===== src/rtl/ascon_ctrl.sv =====
// Sequencing controller for the Ascon-128 permutation datapath.
// Walks one authenticated encryption per start: 12-round init, 6-round
// absorption per AD block and per non-final PT block, 12-round finalization,
// then holds the tag until the consumer takes it.
// Optional build macro ASCON_CTRL_ABORT_EN adds an abort_i input that drops
// any message in flight and returns to IDLE on the next cycle.
module ascon_ctrl #(
  parameter  int PA_ROUNDS   = 12,
  parameter  int PB_ROUNDS   = 6,
  parameter  int CNT_WIDTH   = 8,
  localparam int ROUND_WIDTH = $clog2(PA_ROUNDS)
) (
  input  logic                   clk,
  input  logic                   rst,
  input  logic                   start_i,
  input  logic [CNT_WIDTH-1:0]   ad_blocks_i,
  input  logic [CNT_WIDTH-1:0]   pt_blocks_i,
  input  logic                   ad_valid_i,
  output logic                   ad_ready_o,
  input  logic                   pt_valid_i,
  output logic                   pt_ready_o,
  input  logic                   tag_ready_i,
`ifdef ASCON_CTRL_ABORT_EN
  input  logic                   abort_i,
`endif
  output logic                   busy_o,
  output logic                   en_state_o,
  output logic                   sel_ad_o,
  output logic                   sel_state_init_o,
  output logic                   sel_xor_init_o,
  output logic                   sel_xor_ext_o,
  output logic                   sel_xor_dom_sep_o,
  output logic                   sel_xor_fin_o,
  output logic                   sel_xor_tag_o,
  output logic                   ct_valid_o,
  output logic                   tag_valid_o,
  output logic [ROUND_WIDTH-1:0] rnd_o
);

  typedef enum logic [2:0] {
    IDLE,
    INIT,
    AD_WAIT,
    AD_RND,
    PT_WAIT,
    PT_RND,
    FIN,
    DONE
  } state_t;

  localparam logic [ROUND_WIDTH-1:0] RND_ZERO     = '0;
  localparam logic [ROUND_WIDTH-1:0] RND_ONE      = ROUND_WIDTH'(1);
  localparam logic [ROUND_WIDTH-1:0] RND_PB_FIRST = ROUND_WIDTH'(PA_ROUNDS - PB_ROUNDS);
  localparam logic [ROUND_WIDTH-1:0] RND_LAST     = ROUND_WIDTH'(PA_ROUNDS - 1);
  localparam logic [CNT_WIDTH-1:0]   CNT_ZERO     = '0;
  localparam logic [CNT_WIDTH-1:0]   CNT_ONE      = CNT_WIDTH'(1);

  state_t                 state, state_nxt;
  logic [ROUND_WIDTH-1:0] rnd, rnd_nxt;
  logic [CNT_WIDTH-1:0]   ad_left, ad_left_nxt;
  logic [CNT_WIDTH-1:0]   pt_left, pt_left_nxt;
  logic [ROUND_WIDTH-1:0] pt_wait_rnd;
  logic                   pt_last;
  logic                   abort;

`ifdef ASCON_CTRL_ABORT_EN
  assign abort = abort_i;
`else
  assign abort = 1'b0;
`endif

  // The final PT block skips the 6-round absorb and goes straight into
  // finalization, so its wait cycle presents round 0 instead of round 6.
  assign pt_last     = (pt_left <= CNT_ONE);
  assign pt_wait_rnd = pt_last ? RND_ZERO : RND_PB_FIRST;
  assign rnd_o       = rnd;

  // State, round index and block counters; reset abandons any message.
  always_ff @(posedge clk) begin
    if (rst) begin
      state   <= IDLE;
      rnd     <= RND_ZERO;
      ad_left <= CNT_ZERO;
      pt_left <= CNT_ZERO;
    end else begin
      state   <= state_nxt;
      rnd     <= rnd_nxt;
      ad_left <= ad_left_nxt;
      pt_left <= pt_left_nxt;
    end
  end

  // Next-state, next-round and strobe decode; only valid-gated strobes
  // in the WAIT states depend combinationally on inputs.
  always_comb begin
    state_nxt         = state;
    rnd_nxt           = rnd;
    ad_left_nxt       = ad_left;
    pt_left_nxt       = pt_left;
    busy_o            = (state != IDLE);
    en_state_o        = 1'b0;
    sel_ad_o          = 1'b0;
    sel_state_init_o  = 1'b0;
    sel_xor_init_o    = 1'b0;
    sel_xor_ext_o     = 1'b0;
    sel_xor_dom_sep_o = 1'b0;
    sel_xor_fin_o     = 1'b0;
    sel_xor_tag_o     = 1'b0;
    ct_valid_o        = 1'b0;
    tag_valid_o       = 1'b0;
    ad_ready_o        = 1'b0;
    pt_ready_o        = 1'b0;

    unique case (state)
      IDLE: begin
        if (start_i) begin
          state_nxt   = INIT;
          rnd_nxt     = RND_ZERO;
          ad_left_nxt = ad_blocks_i;
          pt_left_nxt = (pt_blocks_i == CNT_ZERO) ? CNT_ONE : pt_blocks_i;
        end
      end

      INIT: begin
        en_state_o       = 1'b1;
        sel_state_init_o = (rnd == RND_ZERO);
        if (rnd == RND_LAST) begin
          sel_xor_init_o    = 1'b1;
          sel_xor_dom_sep_o = (ad_left == CNT_ZERO);
          if (ad_left != CNT_ZERO) begin
            state_nxt = AD_WAIT;
            rnd_nxt   = RND_PB_FIRST;
          end else begin
            state_nxt = PT_WAIT;
            rnd_nxt   = pt_wait_rnd;
          end
        end else begin
          rnd_nxt = rnd + RND_ONE;
        end
      end

      AD_WAIT: begin
        ad_ready_o = 1'b1;
        sel_ad_o   = 1'b1;
        if (ad_valid_i) begin
          en_state_o    = 1'b1;
          sel_xor_ext_o = 1'b1;
          if (ad_left != CNT_ZERO) begin
            ad_left_nxt = ad_left - CNT_ONE;
          end
          state_nxt = AD_RND;
          rnd_nxt   = rnd + RND_ONE;
        end
      end

      AD_RND: begin
        en_state_o = 1'b1;
        sel_ad_o   = 1'b1;
        if (rnd == RND_LAST) begin
          sel_xor_dom_sep_o = (ad_left == CNT_ZERO);
          if (ad_left != CNT_ZERO) begin
            state_nxt = AD_WAIT;
            rnd_nxt   = RND_PB_FIRST;
          end else begin
            state_nxt = PT_WAIT;
            rnd_nxt   = pt_wait_rnd;
          end
        end else begin
          rnd_nxt = rnd + RND_ONE;
        end
      end

      PT_WAIT: begin
        pt_ready_o = 1'b1;
        if (pt_valid_i) begin
          en_state_o    = 1'b1;
          sel_xor_ext_o = 1'b1;
          ct_valid_o    = 1'b1;
          if (pt_left != CNT_ZERO) begin
            pt_left_nxt = pt_left - CNT_ONE;
          end
          if (pt_last) begin
            sel_xor_fin_o = 1'b1;
            state_nxt     = FIN;
            rnd_nxt       = RND_ONE;
          end else begin
            state_nxt = PT_RND;
            rnd_nxt   = rnd + RND_ONE;
          end
        end
      end

      PT_RND: begin
        en_state_o = 1'b1;
        if (rnd == RND_LAST) begin
          state_nxt = PT_WAIT;
          rnd_nxt   = pt_wait_rnd;
        end else begin
          rnd_nxt = rnd + RND_ONE;
        end
      end

      FIN: begin
        en_state_o = 1'b1;
        if (rnd == RND_LAST) begin
          sel_xor_tag_o = 1'b1;
          state_nxt     = DONE;
          rnd_nxt       = RND_ZERO;
        end else begin
          rnd_nxt = rnd + RND_ONE;
        end
      end

      DONE: begin
        tag_valid_o = 1'b1;
        if (tag_ready_i) begin
          state_nxt = IDLE;
        end
      end

      default: begin
        state_nxt = IDLE;
        rnd_nxt   = RND_ZERO;
      end
    endcase

    if (abort) begin
      state_nxt   = IDLE;
      rnd_nxt     = RND_ZERO;
      ad_left_nxt = ad_left;
      pt_left_nxt = pt_left;
      en_state_o  = 1'b0;
      ad_ready_o  = 1'b0;
      pt_ready_o  = 1'b0;
      ct_valid_o  = 1'b0;
      tag_valid_o = 1'b0;
    end
  end

endmodule


===== config.mk =====
export PLATFORM = sky130hd
export DESIGN_NAME = ascon_ctrl
export DESIGN_NICKNAME = d
export VERILOG_FILES = /design/src/rtl/ascon_ctrl.sv
export SDC_FILE = /design/constraint.sdc
export NUM_CORES = 1
export LEC_CHECK = 0
export CAP_MARGIN = 15
export CORE_ASPECT_RATIO = 0.5
export CORE_MARGIN = 2
export CORE_UTILIZATION = 54
export DETAILED_ROUTE_END_ITERATION = 7
export PLACE_DENSITY = 0.85
export RECOVER_POWER = 100
export SLEW_MARGIN = 25
export SYNTH_ARGS = -nofsm -noshare
export SYNTH_HDL_FRONTEND = slang
export SYNTH_SLANG_ARGS = --single-unit

===== constraint.sdc =====
create_clock -name clk -period 5.8 [get_ports clk]
set_clock_uncertainty 0.1 [all_clocks]
set_input_delay 1.16 -clock clk [delete_from_list [all_inputs] [get_ports clk]]
set_output_delay 1.16 -clock clk [all_outputs]
set_load 0.01 [all_outputs]

* After elaboration in Yosys (flattened, before gate mapping)
Cells that the tools add are included.
Storage, ports and cells: logic and storage cells 89, output and inout bits 17, bits of input ports 22, flip-flop bits (word level) 23
Cells by class: $add $sub $neg 3, eq/ne operators 17, mux-type cells 47, reductions and logical operators 17, $lt $le $gt $ge 1
Operator list (count):
- 8-bit two-way mux | 7
- 8-bit case mux with 2 select lines | 2
- 3-bit two-way mux | 10
- 4-bit two-way mux | 7
- 4-bit case mux with 6 select lines | 1
- 3-bit case mux with 7 select lines | 1
- 8-bit zero test | 2
- 1-bit two-way mux | 16
- 2-bit inequality test, second input constant | 8
- 8-bit nonzero test | 2
- 8-bit by 1-bit subtractor with 8-bit output, second input constant | 2
- 3-bit == test, second input constant | 4
- 4-bit AND reduction | 3
- 8-bit by 1-bit less-or-equal comparator with 1-bit output, second input constant | 1
- 7-bit AND reduction | 1
- 3-bit by 2-bit == test with 1-bit output, second input constant | 2
- 6-bit nonzero test | 1
- 4-bit by 1-bit adder with 4-bit output, second input constant | 1
- 4-bit == test, second input constant | 1
- 4-bit zero test | 1
- 2-bit nonzero test | 2
- 2-bit OR reduction | 2
- 4-bit OR reduction | 1
- 3-bit by 1-bit == test with 1-bit output, second input constant | 1
- 6 further kinds | 6

* Longest topological paths before layout
Gate-level depths: netlist (run 1).
word-level depth 5, depth in mapped cells 8, gate-level depth less buffers 7

* Worst setup path after synthesis (run 1)
Ideal clock, no wire load.
path kind in2out, from input port pt_valid_i, to output port en_state_o, data arrival time 1705 ps, buffers on the path 0, setup slack 2835 ps, cell stages on the path 2, data required time 4540 ps, path through nand2_1 a211oi_1
Between the ends: cells in the longest elaborated chain, start to end 2
RTL lines:
- start: declaration | RTL line 20 | input logic pt_valid_i,
- 1-bit two-way mux | RTL line 175 | if (pt_valid_i) begin
- 1-bit case mux with 3 select lines | RTL line 114 | unique case (state)
- end: declaration | RTL line 27 | output logic en_state_o,
No other way between the ends.

* Final worst setup path (run 1)
Same ends and word-level chain as after synthesis.

==> results of run 1 <==
==> synthesized netlist by cell type, types with 4 or more instances <==
cell type,n,area share
nand2b_1,4,0.014
dfxtp_1,23,0.26
a21oi_1,27,0.077
nor3_1,12,0.034
o21ai_1,7,0.020
nand3_1,7,0.020
ha_1,7,0.050
nor2_1,24,0.051
nand2_1,19,0.041
inv_1,10,0.021
a211oi_1,7,0.030
clkbuf_1,8,0.017
o21ai_0,13,0.037
==> through the flow <==
step           setup slack, ns  hold WS [ns]   util  area, um2  cells
2_1_floorplan             2.84         0.357      -       1760    239
3_3_place_gp              1.74         0.371  0.700       2130    305
3_5_place_dp              1.69         0.394  0.700       2130    305
4_1_cts                   1.68         0.405  0.716       2180    309
5_1_grt                   1.51         0.433  0.706       2150    309
6_report                  1.57         0.401  0.706       2150    309
==> power by group <==
group / internal (uW) / switching, uW
registers: 207 / 83.2
logic: 256 / 368
clock network: 48.8 / 58.3
==> cell usage in the layout, fill, tap and decap left out, types with 11 or more instances in the layout <==
cell type,count
nand2_1,19
dlygate4sd3_1,18
o21ai_0,19
dfxtp_1,23
nor3_1,12
a21oi_1,27
nor2_1,24
clkdlybuf4s50_1,20
inv_1,11
==> cells by family (layout without fill, tap and decap cells) <==
group,Yosys count,in the layout,share of synthesized area
compound gates,84,84,0.314
mux,1,1,0.00569
flops,23,23,0.262
fa+ha+maj,7,7,0.0498
buf+inv,23,53,0.0548
simple gates,101,101,0.314
==> how the worst max path moves through the flow <==
stage / endpoint / cells after the start / start / slack (ns)
final: en_state_o / 4 / pt_valid_i / 1.57
after global routing: en_state_o / 4 / pt_valid_i / 1.51
after CTS: en_state_o / 4 / pt_valid_i / 1.68
after detailed placement: en_state_o / 4 / pt_valid_i / 1.69
after global placement: en_state_o / 4 / pt_valid_i / 1.74
after floorplan: en_state_o / 2 / pt_valid_i / 2.84
==> state kept, by name, indices dropped and copies added (netlist names) <==
register  cells
state         3
rnd_o         4
pt_left       8
ad_left       8
==> critical path, stage by stage <==
cell and delay [ns]:
dlygate4sd3_1 0.54, nand2_1 0.10, a211oi_1 0.49, dlygate4sd3_1 0.68
==> per-layer routing <==
layer,vias to the layer above,share of wire,track usage
met3,4,0.063,0.0429
met1,883,0.47,0.339
met5,-,0,0
met4,0,0.0059,0.0635
li1,957,-,-
met2,75,0.46,0.420
==> layout make-up <==
class | instances | area (um2) | area share
sequential | 23 | 460 | 0.214
clock buffer | 3 | 41.3 | 0.0192
tap | 40 | 50.0 | 0.0233
inverter | 11 | 41.3 | 0.0192
clock inverter | 1 | 7.51 | 0.00349
multi-input combinational | 193 | 1170 | 0.544
timing repair buffer | 38 | 380 | 0.177
==> impl_metrics.py, run 1 <==
metrics = {
    "logic_synthesis": {
        "async_reset_ff_frac": 0,
        "ys_warn_count": 0,
        "synth_cell_type_count": 56,
        "syn-cell-area_mm2": 0.00176,
        "syn_nets": 268,
        "ys_seq_area_frac": 0.262,
        "syn_area_per_cell_um2": 7.36,
        "syn_inst": 239,
        "synth_flop_cell": "dfxtp_1",
        "ys_ff_latch": 23,
        "synth_edf_count": 0,
    },
    "routing": {
        "drc_errors": 0,
        "wl_per_cell_um": 14.8,
        "dr_total_vias": 1919,
        "firstDrtPassIters": 4,
        "viasPerCell": 6.21,
        "totalWireLength_um": 4580,
        "drt-initial-drc-count": 119,
        "ant_nets": 0,
    },
    "sta": {
        "hold_viol_final": 0,
        "slew-limit-headroom": 0.284,
        "finalSetupViolCount": 0,
        "worstMarginPinSlew_ns": 1.07,
        "min_period_ns": 4.23,
        "fmax_mhz": 236,
        "setup_tns_ns": 0,
        "finalCritPeriodShare": 0.729,
        "rsz0062_at_grt": "false",
        "finalMaxSlewViolations": 0,
    },
    "clock_tree": {
        "root_buffer": "clkbuf_8",
        "cts.sinks": 23,
        "ctsResizeCount": 0,
        "clk-insertion-delay-late_ns": 0.28,
        "clk_pin_slew_ns": 0.08,
        "cts_max_level": 1,
        "cts_tree": "yes",
        "cts_made_buffers": 3,
        "clockBufferDepth": 2,
        "cts_hold_buf": 0,
        "cts_setup_buffers": 0,
    },
    "critical_path": {
        "r2r_setup_slack_ns": 2.47,
        "r2r_end": "ad_left[2]",
        "crit_path_max_fanout": 3,
        "reg2regPathDepth": 5,
        "required_ns": 4.54,
        "r2r-start": "ad_left[2]",
        "worstSetupPathType": "in2out",
        "cp.arrival_ns": 2.97,
        "worstSetupEndpointType": "output pin",
        "start_kind": "input pin",
    },
    "grt": {
        "antenna_found_initial": 0,
        "gr-total-overflow": 0,
        "track_usage": 0.249,
        "grt_pass1_vias": 1657,
        "grt_max_degree": 27,
        "grt_pass1_wl_um": 7530,
    },
    "die": {
        "ios": 39,
        "die_h_um": 44.4,
        "start_util": 0.577,
        "die_width_um": 84.7,
        "coreArea_mm2": 0.00305,
        "rows": 14,
        "dieArea_mm2": 0.00376,
    },
    "finish": {
        "finalNetCount": 299,
        "drive_gt1_frac": 0.0372,
        "synthToLayoutAreaGrowth_pct": 22.3,
        "antenna_cells": 0,
        "fillers": 238,
    },
    "power": {
        "p_leak_uw": 0.000858,
        "vdd_drop_max_mv": 0.295,
        "p_per_area_mw_per_mm2": 475,
        "power_uw": 1020,
    },
    "status": {
        "status": "finished, final reports clean",
    },
    "placement": {
        "hpwl_um": 3340,
        "port_buffers": 38,
        "gp_congestion": 0.853,
    },
    "hold_path": {
        "holdPathStages": 2,
        "min_to": "pt_left[7]",
        "hp-start": "pt_left[7]",
        "hold_path_class": "reg2reg",
    },
    "flow_run": {
        "drv_cap": 0,
    },
}
(Power assumes the default switching activity.)
==> inputs of run 2 (changes only) <==
--- a/config.mk
+++ b/config.mk
@@ -8,9 +8,9 @@
 export CAP_MARGIN = 15
 export CORE_ASPECT_RATIO = 0.5
 export CORE_MARGIN = 2
-export CORE_UTILIZATION = 54
+export CORE_UTILIZATION = 51
 export DETAILED_ROUTE_END_ITERATION = 7
-export PLACE_DENSITY = 0.85
+export PLACE_DENSITY = 0.81
 export RECOVER_POWER = 100
 export SLEW_MARGIN = 25
 export SYNTH_ARGS = -nofsm -noshare
==> constraint.sdc (replaced) <==
create_clock -name clk -period 4 [get_ports clk]
set_clock_uncertainty 0.1 [all_clocks]
set_input_delay 0.8 -clock clk [delete_from_list [all_inputs] [get_ports clk]]
set_output_delay 0.8 -clock clk [all_outputs]
set_load 0.01 [all_outputs]
==> impl_metrics.py, run 2 (synthesized netlist as in run 1, its figures left out) <==
metrics = {
    "clock_tree": {
        "cts_setup_buffers": 0,
        "cts_made_buffers": 3,
        "cts_max_level": 1,
        "clockBufferDepth": 2,
        "clk-insertion-delay-late_ns": 0.27,
        "root_buffer": "clkbuf_8",
        "cts_hold_buf": 0,
        "cts.sinks": 23,
        "clk_pin_slew_ns": 0.09,
        "ctsResizeCount": 0,
        "cts_tree": "yes",
    },
    "sta": {
        "setup_tns_ns": 0,
        "slew-limit-headroom": 0.276,
        "min_period_ns": 3.48,
        "worstMarginPinSlew_ns": 1.08,
        "finalMaxSlewViolations": 0,
        "fmax_mhz": 288,
        "rsz0062_at_grt": "false",
        "hold_viol_final": 0,
        "finalCritPeriodShare": 0.869,
        "finalSetupViolCount": 0,
    },
    "critical_path": {
        "required_ns": 3.10,
        "start_kind": "input pin",
        "worstSetupPathType": "in2out",
        "path_delay_family": "buffers and inverters",
        "worstSetupPathDepth": 4,
        "reg2regPathDepth": 7,
        "cp.arrival_ns": 2.58,
        "crit_top_cell": "dlygate4sd3_1",
        "slowest_stage": "dlygate4sd3_1",
        "critical_path_buf_inv_count": 2,
        "path_cells": "dlygate4sd3_1, nand2_1, a211oi_1, dlygate4sd3_1",
        "max_stage_delay_ns": 0.67,
        "worstSetupEndpointType": "output pin",
        "crit_path_max_fanout": 3,
        "r2r_setup_slack_ns": 0.74,
    },
    "routing": {
        "wl_per_cell_um": 14.2,
        "wl_met2_um": 2030,
        "wl_met3_um": 379,
        "dr_total_vias": 1927,
        "drc_errors": 0,
        "top_layer": "met3",
        "firstDrtPassIters": 5,
        "wirelength_met1_um": 2050,
        "ant_nets": 0,
        "viasPerCell": 6.14,
        "drt-initial-drc-count": 143,
        "totalWireLength_um": 4460,
    },
    "grt": {
        "grt_pass1_wl_um": 7480,
        "antenna_found_initial": 0,
        "gr-total-overflow": 0,
        "grt_pass1_vias": 1607,
        "track_usage": 0.238,
        "grt_max_degree": 26,
    },
    "flow_run": {
        "drv_cap": 0,
    },
    "finish": {
        "fin_area_mm2": 0.00218,
        "antenna_cells": 0,
        "drive_gt1_frac": 0.0441,
        "finalNetCount": 302,
        "synthToLayoutAreaGrowth_pct": 23.8,
        "mostFrequentLayoutCells": "a21oi_1 (27), nor2_1 (24), dfxtp_1 (23)",
        "final_common_cell": "a21oi_1",
    },
    "die": {
        "die_h_um": 45.5,
        "die_width_um": 87.1,
        "dieArea_mm2": 0.00396,
        "ios": 39,
        "coreArea_mm2": 0.00336,
        "rows": 15,
        "start_util": 0.524,
    },
    "hold_path": {
        "holdPathStages": 2,
        "hold_path_class": "reg2reg",
    },
    "placement": {
        "hpwl_um": 3310,
        "dpl_cell_area_mm2": 0.00216,
        "port_buffers": 38,
        "gp_congestion": 0.828,
    },
    "power": {
        "p_per_area_mw_per_mm2": 686,
        "vdd_drop_max_mv": 0.311,
        "p_leak_uw": 0.000874,
    },
    "status": {
        "status": "finished, final reports clean",
    },
}
run 2: path summary, 6_finish.rpt:
check	startpoint	endpoint
setup / recovery	pt_valid_i	en_state_o
hold / removal	pt_left[3]	pt_left[3]
setup reg to reg	state[0]	ad_left[6]
hold reg to reg	pt_left[3]	pt_left[3]
run 2: final cells by class:
type                    instances  area, um2
inverters                      11       41.3
multi-input cells             193       1180
repair buffers                 41        395
well taps                      42       52.6
clock buffers                   3       41.3
fillers                       305       1180
flip-flops and latches         23        460
clock inverters                 1       5.00
run 2: through the flow:
| step | utilization | cells | worst slack, ns | total power (uW) | hold WS, ns |
|---|---|---|---|---|---|
| after floorplan | - | 239 | 1.60 | 1100 | 0.357 |
| after global placement | 0.643 | 310 | 0.689 | 1360 | 0.370 |
| after detailed placement | 0.643 | 310 | 0.661 | 1380 | 0.386 |
| after CTS | 0.657 | 314 | 0.609 | 1530 | 0.404 |
| after global routing | 0.648 | 314 | 0.339 | 1620 | 0.432 |
| final | 0.648 | 314 | 0.522 | 1490 | 0.397 |
run 2: tightest hold or removal path, delay by kind of cell, from the launching register on:
family | cells | cell delay (ns)
AO/OA/AOI/OAI | 2 | 0.13
flip-flops | 1 | 0.33
run 2: per-layer routing:
layer | global-route usage | up-vias
met1 | 0.348 | 891
li1 | - | 955
met4 | 0.0438 | 0
met5 | 0 | -
met3 | 0.0453 | 0
met2 | 0.371 | 81
run 2: power breakdown:
part / internal, uW / switching [uW] / total [uW]
logic: 391 / 544 / 934
registers: 300 / 109 / 409
clock network: 69.7 / 81.4 / 151
==> inputs of run 3 (changes only) <==
--- a/config.mk
+++ b/config.mk
@@ -7,11 +7,12 @@
 export LEC_CHECK = 0
 export CAP_MARGIN = 15
 export CORE_ASPECT_RATIO = 0.5
-export CORE_MARGIN = 2
 export CORE_UTILIZATION = 51
+export CTS_BUF_LIST = sky130_fd_sc_hd__clkbuf_16
 export DETAILED_ROUTE_END_ITERATION = 7
 export PLACE_DENSITY = 0.81
 export RECOVER_POWER = 100
+export SKIP_LAST_GASP = 1
 export SLEW_MARGIN = 25
 export SYNTH_ARGS = -nofsm -noshare
 export SYNTH_HDL_FRONTEND = slang
==> impl_metrics.py, run 3 (synthesized netlist as in run 1, its figures left out) <==
metrics = {
    "flow_run": {
        "drv_cap": 0,
    },
    "die": {
        "coreArea_mm2": 0.00314,
        "die_width_um": 85.1,
        "dieArea_mm2": 0.00370,
        "rows": 14,
        "start_util": 0.561,
        "die_h_um": 43.5,
        "ios": 39,
    },
    "finish": {
        "antenna_cells": 0,
        "mostFrequentLayoutCells": "a21oi_1 (27), nor2_1 (24), dfxtp_1 (23)",
        "final_core_utilization": 0.706,
        "synthToLayoutAreaGrowth_pct": 25.7,
        "finalNetCount": 302,
        "fillers": 270,
        "final_common_cell": "a21oi_1",
        "drive_gt1_frac": 0.0441,
    },
    "critical_path": {
        "start_kind": "input pin",
        "startpoint": "pt_valid_i",
        "worstSetupPathType": "in2out",
        "worstSetupEndpointType": "output pin",
        "reg2regPathDepth": 5,
        "crit_path_max_fanout": 3,
        "cp.arrival_ns": 2.61,
        "required_ns": 3.10,
        "r2r-start": "ad_left[3]",
    },
    "clock_tree": {
        "clk-insertion-delay-late_ns": 0.26,
        "cts_hold_buf": 0,
        "cts_max_level": 1,
        "cts.sinks": 23,
        "clk_pin_slew_ns": 0.06,
        "ctsResizeCount": 0,
        "root_buffer": "clkbuf_16",
        "cts_setup_buffers": 0,
        "cts_made_buffers": 3,
        "cts_tree": "yes",
        "clockBufferDepth": 2,
    },
    "hold_path": {
        "hold_path_class": "reg2reg",
        "hp-start": "ad_left[5]",
        "holdPathStages": 2,
    },
    "routing": {
        "viasPerCell": 6.13,
        "wl_per_cell_um": 14.8,
        "totalWireLength_um": 4630,
        "drc_errors": 0,
        "drt-initial-drc-count": 183,
        "ant_nets": 0,
        "dr_total_vias": 1913,
        "firstDrtPassIters": 5,
    },
    "power": {
        "switching_share": 0.473,
        "power_frac_seq": 0.261,
        "pwr-share-comb": 0.599,
        "p_per_area_mw_per_mm2": 711,
        "p_sw_uw": 743,
        "internal_power_uw": 829,
        "vdd_drop_max_mv": 0.339,
        "clkPwrFrac": 0.141,
        "p_leak_uw": 0.000895,
    },
    "grt": {
        "track_usage": 0.268,
        "grt_max_degree": 26,
        "grt_pass1_vias": 1656,
        "gr-total-overflow": 0,
        "grt_pass1_wl_um": 7800,
        "antenna_found_initial": 0,
    },
    "placement": {
        "hpwl_um": 3510,
        "port_buffers": 38,
        "gp_congestion": 0.882,
    },
    "sta": {
        "worstMarginPinSlew_ns": 1.07,
        "finalCritPeriodShare": 0.877,
        "rsz0062_at_grt": "false",
        "hold_viol_final": 0,
        "slew-limit-headroom": 0.284,
        "finalMaxSlewViolations": 0,
        "finalSetupViolCount": 0,
        "setup_tns_ns": 0,
        "fmax_mhz": 285,
        "min_period_ns": 3.51,
    },
    "status": {
        "status": "finished, final reports clean",
    },
}
-- run 3: cell count changes in the layout (fill, tap and decap cells not counted) --
cell | previous run | this run
inv_2 | 1 | 0
dlygate4sd3_1 | 17 | 16
buf_4 | 1 | 2
clkdlybuf4s50_1 | 21 | 22
inv_1 | 10 | 11
clkbuf_16 | 0 | 3
clkbuf_1 | 2 | 1
clkbuf_8 | 3 | 0
-- run 3: power groups by stage --
stage	Combinational (uW)	Clock, uW	Sequential, uW
final	941	221	410
after global routing	1040	235	425
after CTS	980	224	408
after detailed placement	975	0	412
after global placement	954	0	409
after floorplan	729	0	368
-- run 3: critical path, stage by stage --
cell and delay (ns):
dlygate4sd3_1 0.54, nand2_1 0.09, a211oi_1 0.48, dlygate4sd3_1 0.69
-- run 3: path summary, 6_finish.rpt --
kind | end | slack, ns
max | en_state_o | 0.49
max reg2reg | ad_left[2] | 1.08
min | ad_left[5] | 0.40
min reg2reg | ad_left[5] | 0.40
-- run 3: cell type report --
type,instances,area (um2),area share
clock inverters,1,5.00,0.00226
inverters,11,41.3,0.0187
clock buffers,3,75.1,0.0339
repair buffers,41,399,0.180
well taps,40,50.0,0.0226
multi-input cells,193,1180,0.534
flip-flops and latches,23,460,0.208
-- run 3: layer usage --
layer	global-route usage	wire [um]	vias up
li1	-	-	958
met1	0.376	2190	868
met2	0.442	2080	83
met3	0.0590	334	4
met4	0.0373	23	0
met5	0	0	-
-- run 3: per-stage QoR --
stage / hold slack (ns) / setup WS (ns) / instances / power, uW / cell area, um2
after floorplan: 0.357 / 1.60 / 239 / 1100 / 1760
after global placement: 0.374 / 0.691 / 308 / 1360 / 2160
after detailed placement: 0.393 / 0.625 / 308 / 1390 / 2160
after CTS: 0.406 / 0.626 / 312 / 1610 / 2240
after global routing: 0.428 / 0.421 / 312 / 1700 / 2210
final: 0.395 / 0.494 / 312 / 1570 / 2210
